$ cat src/rtl/serial_add_seq.sv
// Bit-serial adder sequencer around a 1-bit full adder (addbit): feeds operand bits
// LSB first with a registered carry, collects sum/carry and assembles the WIDTH-bit result.
module serial_add_seq #(
    parameter int WIDTH = 8
) (
    input  logic             clock,
    input  logic             reset_n,
    input  logic             start,
    input  logic [WIDTH-1:0] op_a,
    input  logic [WIDTH-1:0] op_b,
    output logic             busy,
    output logic             done,
    output logic [WIDTH-1:0] result,
    output logic             carry_out,
    output logic             add_a,
    output logic             add_b,
    output logic             add_ci,
    input  logic             add_sum,
    input  logic             add_co
);

    localparam int CNT_W = $clog2(WIDTH) + 1;

    typedef enum logic [1:0] {IDLE, RUN, DONE} state_t;

    state_t           state_q, state_d;
    logic [WIDTH-1:0] a_sh_q, a_sh_d;
    logic [WIDTH-1:0] b_sh_q, b_sh_d;
    logic [WIDTH-1:0] r_sh_q, r_sh_d;
    logic [WIDTH-1:0] result_q, result_d;
    logic [CNT_W-1:0] cnt_q, cnt_d;
    logic             cy_q, cy_d;
    logic             carry_out_q, carry_out_d;
    logic             busy_q, busy_d;
    logic             done_q, done_d;
    logic             last_bit;

    assign last_bit = (cnt_q == CNT_W'(WIDTH - 1));

    // NOTE: every variable gets a default first so no path through the case infers a latch.
    always_comb begin
        state_d     = state_q;
        a_sh_d      = a_sh_q;
        b_sh_d      = b_sh_q;
        r_sh_d      = r_sh_q;
        result_d    = result_q;
        cnt_d       = cnt_q;
        cy_d        = cy_q;
        carry_out_d = carry_out_q;

        case (state_q)
            IDLE: begin
                if (start) begin
                    a_sh_d  = op_a;
                    b_sh_d  = op_b;
                    r_sh_d  = '0;
                    cy_d    = 1'b0;
                    cnt_d   = '0;
                    state_d = RUN;
                end
            end
            RUN: begin
                // Shifting in zeros leaves a_sh/b_sh empty after WIDTH edges, so add_a/add_b idle at 0.
                a_sh_d              = a_sh_q >> 1;
                b_sh_d              = b_sh_q >> 1;
                r_sh_d              = r_sh_q >> 1;
                r_sh_d[WIDTH-1]     = add_sum;
                cy_d                = add_co;
                cnt_d               = cnt_q + CNT_W'(1);
                if (last_bit) begin
                    cy_d        = 1'b0;
                    result_d    = r_sh_d;
                    carry_out_d = add_co;
                    state_d     = DONE;
                end
            end
            DONE: begin
                state_d = IDLE;
            end
            default: begin
                state_d = IDLE;
            end
        endcase

        busy_d = (state_d != IDLE);
        done_d = (state_d == DONE);
    end

    // NOTE: sequential state uses non-blocking assignments so all flops update together.
    always_ff @(posedge clock or negedge reset_n) begin
        if (!reset_n) begin
            state_q     <= IDLE;
            a_sh_q      <= '0;
            b_sh_q      <= '0;
            r_sh_q      <= '0;
            result_q    <= '0;
            cnt_q       <= '0;
            cy_q        <= 1'b0;
            carry_out_q <= 1'b0;
            busy_q      <= 1'b0;
            done_q      <= 1'b0;
        end else begin
            state_q     <= state_d;
            a_sh_q      <= a_sh_d;
            b_sh_q      <= b_sh_d;
            r_sh_q      <= r_sh_d;
            result_q    <= result_d;
            cnt_q       <= cnt_d;
            cy_q        <= cy_d;
            carry_out_q <= carry_out_d;
            busy_q      <= busy_d;
            done_q      <= done_d;
        end
    end

    assign busy      = busy_q;
    assign done      = done_q;
    assign result    = result_q;
    assign carry_out = carry_out_q;
    assign add_a     = a_sh_q[0];
    assign add_b     = b_sh_q[0];
    assign add_ci    = cy_q;

endmodule

$ cat config.mk
export PLATFORM = sky130hd
export DESIGN_NAME = serial_add_seq
export DESIGN_NICKNAME = d
export VERILOG_FILES = /design/src/rtl/serial_add_seq.sv
export SDC_FILE = /design/constraint.sdc
export NUM_CORES = 1
export LEC_CHECK = 0
export CORE_UTILIZATION = 55
export CTS_CLUSTER_SIZE = 20
export DETAILED_ROUTE_END_ITERATION = 10
export HOLD_SLACK_MARGIN = 0.08
export PLACE_DENSITY = 0.84
export SLEW_MARGIN = 30
export SYNTH_ARGS = -nofsm -noshare
export SYNTH_HDL_FRONTEND = slang
export SYNTH_SLANG_ARGS = --single-unit
$ cat constraint.sdc
create_clock -name clock -period 2.9 [get_ports clock]
set_input_delay 0.29 -clock clock [delete_from_list [all_inputs] [get_ports clock]]
set_output_delay 0.29 -clock clock [all_outputs]
set_load 0.005 [all_outputs]
==> results by group <==
Outcome
  • Status: finished, final reports clean

Route
  • Drt total wl: 3.62 mm
  • Drt wl/cell: 15.4 um
  • DRT antenna net count: 0
  • DRT Pass-1 Iters: 4
  • 1st-iter DRT viols: 137
  • Vias: approximately 1400
  • DRC Markers: 0
  • Vias per inst: 5.78

Clock tree
  • Max Root-Sink Buffers: 2
  • Cts bufs inserted: 5
  • Clk sinks: 41
  • Root Driver: clkbuf_4
  • CTS tree: built
  • Post-cts resize count: 0
  • Number of H-tree levels: 2
  • Clk slew on worst S/H paths: 0.12 ns
  • Clk_lat worst skew: 0.35 ns

Final layout
  • Diode count: 0
  • Synthesis-to-layout area growth: 21.6%
  • Layout cell share with drive strength beyond 1: 14.2%
  • Fillcell total: 222
  • NumNets Final: 212
  • Multi-input logic area: 763 um2
  • Post-route insts no fill: around 230
  • Register Area: 1030 um2

Synth
  • Post-synthesis sequential area ratio: a little over half
  • Synth warn: 0
  • Main synth FF type: dfrtp_1
  • Post-synth ARST share: 100%
  • Mapped Area: 1880 um2
  • Syn Inst Count: 156
  • Cell variety after synth: 29
  • Synth cell count leaders: 41 x dfrtp_1, 17 x a21oi_1, 14 x o21ai_1, 12 x a22oi_1, 11 x nor2b_1
  • Area leader, netlist: dfrtp_1
  • Number of synthesized flops with an enable pin: 0
  • Most numerous cell in the Yosys netlist: dfrtp_1
  • Top cells by area, synth: dfrtp_1 55%, mux2_4 7.2%, a22oi_1 4.8%, a21oi_1 4.5%, a22o_1 3.7%
  • Post-synth top area share: 54.6%
  • #FFs+latches synth: 41
  • Post-Syn Nets: approximately 180
  • Avg Cell Area, Syn: 12.0 um2

Pwr
  • Leakage power total: 1.00 nW
  • Pwr/cell area: just over 900 nW/um2
  • VDD IR max: 0.476 mV

Place
  • Gp weighted congestion: 0.769
  • Placed Cells incl. Taps: approximately 230
  • Buffers on Ports: 34
  • Dpl ws: 0.625 ns
  • Dpl hpwl: 2.38 mm

Worst setup path
  • Worst setup path category: reg -> reg
  • RR Endpoint: b_sh_q[0]
  • Worst r2r src: state_q[1]
  • CP max stage delay: 0.65 ns
  • Critical path endpoint category: flip-flop
  • Critical Path Sink: b_sh_q[0]
  • Flop2flop setup slack: 1.16 ns
  • Worst Setup SP: state_q[1]
  • Slowest CP cell: dfrtp_1
  • WP depth: 3
  • Setup crit start kind: flip-flop
  • CP Cell Sequence: nor2b_2 > a21oi_1 > o21ai_0
  • Buffers & Inverters on Critical Path: 0
  • Worst endpoint data arrival time: 2.00 ns
  • Crit path required time: 3.16 ns
  • Worst Path Max Fanout: 21
  • Crit path max-delay family: flip-flops
  • Worst Reg-to-Reg Cells: 3

STA
  • Final Setup Violations: 0
  • Worst slew margin: 53.8%
  • Slew Viols, Final: 0
  • RSZ-0062 raised after global routing: no
  • Hold Slack: 0.431 ns
  • Post-layout min period: 1.74 ns
  • Worst-Margin Slew: 0.693 ns
  • Total Negative Setup Slacks: 0 ns
  • Final period util: about three fifths
  • Hold Vio Cnt, Final: 0
  • Clock skew: 0.0119 ns
  • F_max: 576 MHz
  • Final worst slack: 1.16 ns

Floorplan
  • Num ports: 35
  • Full die area: 3650 um2
  • Core area: between 3000 and 4000 um2
  • Core Rows: 20
  • Chip width: 60.5 um
  • Initial core utilization: 59.6%
  • Chip height: just over 60 um

Global routing
  • Number of global-route vias before repair: roughly 1300
  • Total Routing Usage GR: 22.1%
  • GR Overflow Total: 0
  • Largest net degree at the start of global routing: 42
  • First-pass GRT wire length: just under 6 mm
  • Antenna violations before repair: 0

Flow run
  • Max-cap violations: 0

Worst hold path
  • Hold Crit Class: in -> async
## final cells by class
| class | count | share of cell area, % |
|---|---|---|
| clock buffer | 6 | 2.25 |
| sequential | 41 | 44.9 |
| inverter | 3 | 0.493 |
| timing repair buffer | 38 | 16.2 |
| clock inverter | 1 | 0.329 |
| tap | 44 | 2.41 |
| multi-input combinational | 101 | 33.4 |
## worst min path at each step
stage	start	end	cells after the start
2_1_floorplan	reset_n	a_sh_q[0]	0
3_3_place_gp	reset_n	a_sh_q[5]	1
3_5_place_dp	reset_n	a_sh_q[6]	1
4_1_cts	cnt_q[3]	cnt_q[3]	1
5_1_grt	reset_n	a_sh_q[6]	2
6_report	reset_n	a_sh_q[5]	2
## per-layer routing
metal	routed length, um	track usage (%)	up-vias
li1	-	-	629
met1	1670	28.6	675
met2	1730	35.2	44
met3	189	6.18	5
met4	30	9.42	0
met5	0	0	-
## timing repair
item                                   in CTS  in global routing
setup buffers                               0                  0
hold buffers                                1                  0
endpoints found under the hold margin      22                  0
## kinds of logic (layout without fill, tap and decap cells)
group	after synthesis	count (layout)	share of synthesized area (%)
flops	41	41	54.6
buf+inv	14	48	4.93
fa+ha+maj	1	1	0.666
simple gates	29	29	11.3
mux	9	9	7.19
compound gates	62	62	21.3
## layout by cell type, fill, tap and decap left out, drive strengths merged
| master | synthesis | layout |
|---|---|---|
| nor3b | 1 | 1 |
| a21oi | 17 | 17 |
| and2b | 7 | 7 |
| dlygate4sd3 | 0 | 1 |
| dfrtp | 41 | 41 |
| a22oi | 14 | 14 |
| clkinvlp | 0 | 1 |
| nand3b | 1 | 1 |
| o21bai | 1 | 1 |
| inv | 3 | 3 |
| nor2 | 2 | 2 |
| buf | 8 | 4 |
| nor2b | 11 | 11 |
| a41oi | 1 | 1 |
| a31oi | 1 | 1 |
| nand2b | 1 | 1 |
| mux2 | 9 | 9 |
| nand3 | 1 | 1 |
| o21ai | 18 | 18 |
| ha | 1 | 1 |
| a32o | 1 | 1 |
| clkdlybuf4s50 | 0 | 33 |
| nand2 | 5 | 5 |
| a22o | 8 | 8 |
| clkbuf | 3 | 6 |
| o21a | 1 | 1 |
## worst register-to-register path: stages (launching register included)
cell and delay [ns]:
dfrtp_1 0.65, nor2b_2 0.65, a21oi_1 0.17, o21ai_0 0.18
## power breakdown
group          leakage, nW  internal (W)  switching [W]
logic                0.447      0.000495       0.000352
registers            0.524      0.000796       0.000187
clock network       0.0303      0.000114       0.000181
## sequential cells by signal, summed over array words and instances, names as in the netlist
name / count
result: 8
done: 1
a_sh_q: 8
b_sh_q: 8
add_ci: 1
cnt_q: 4
state_q: 2
busy: 1
carry_out: 1
r_sh_q: 7
## metrics by stage
step / util, % / total power, W / instance area [um2]
floorplan: - / 0.00156 / 1880
global placement: 70.1 / 0.00180 / 2210
detailed placement: 70.1 / 0.00184 / 2210
CTS: 72.3 / 0.00214 / 2280
global route: 72.5 / 0.00227 / 2280
finish: 72.5 / 0.00212 / 2280
(Power assumes the default switching activity.)
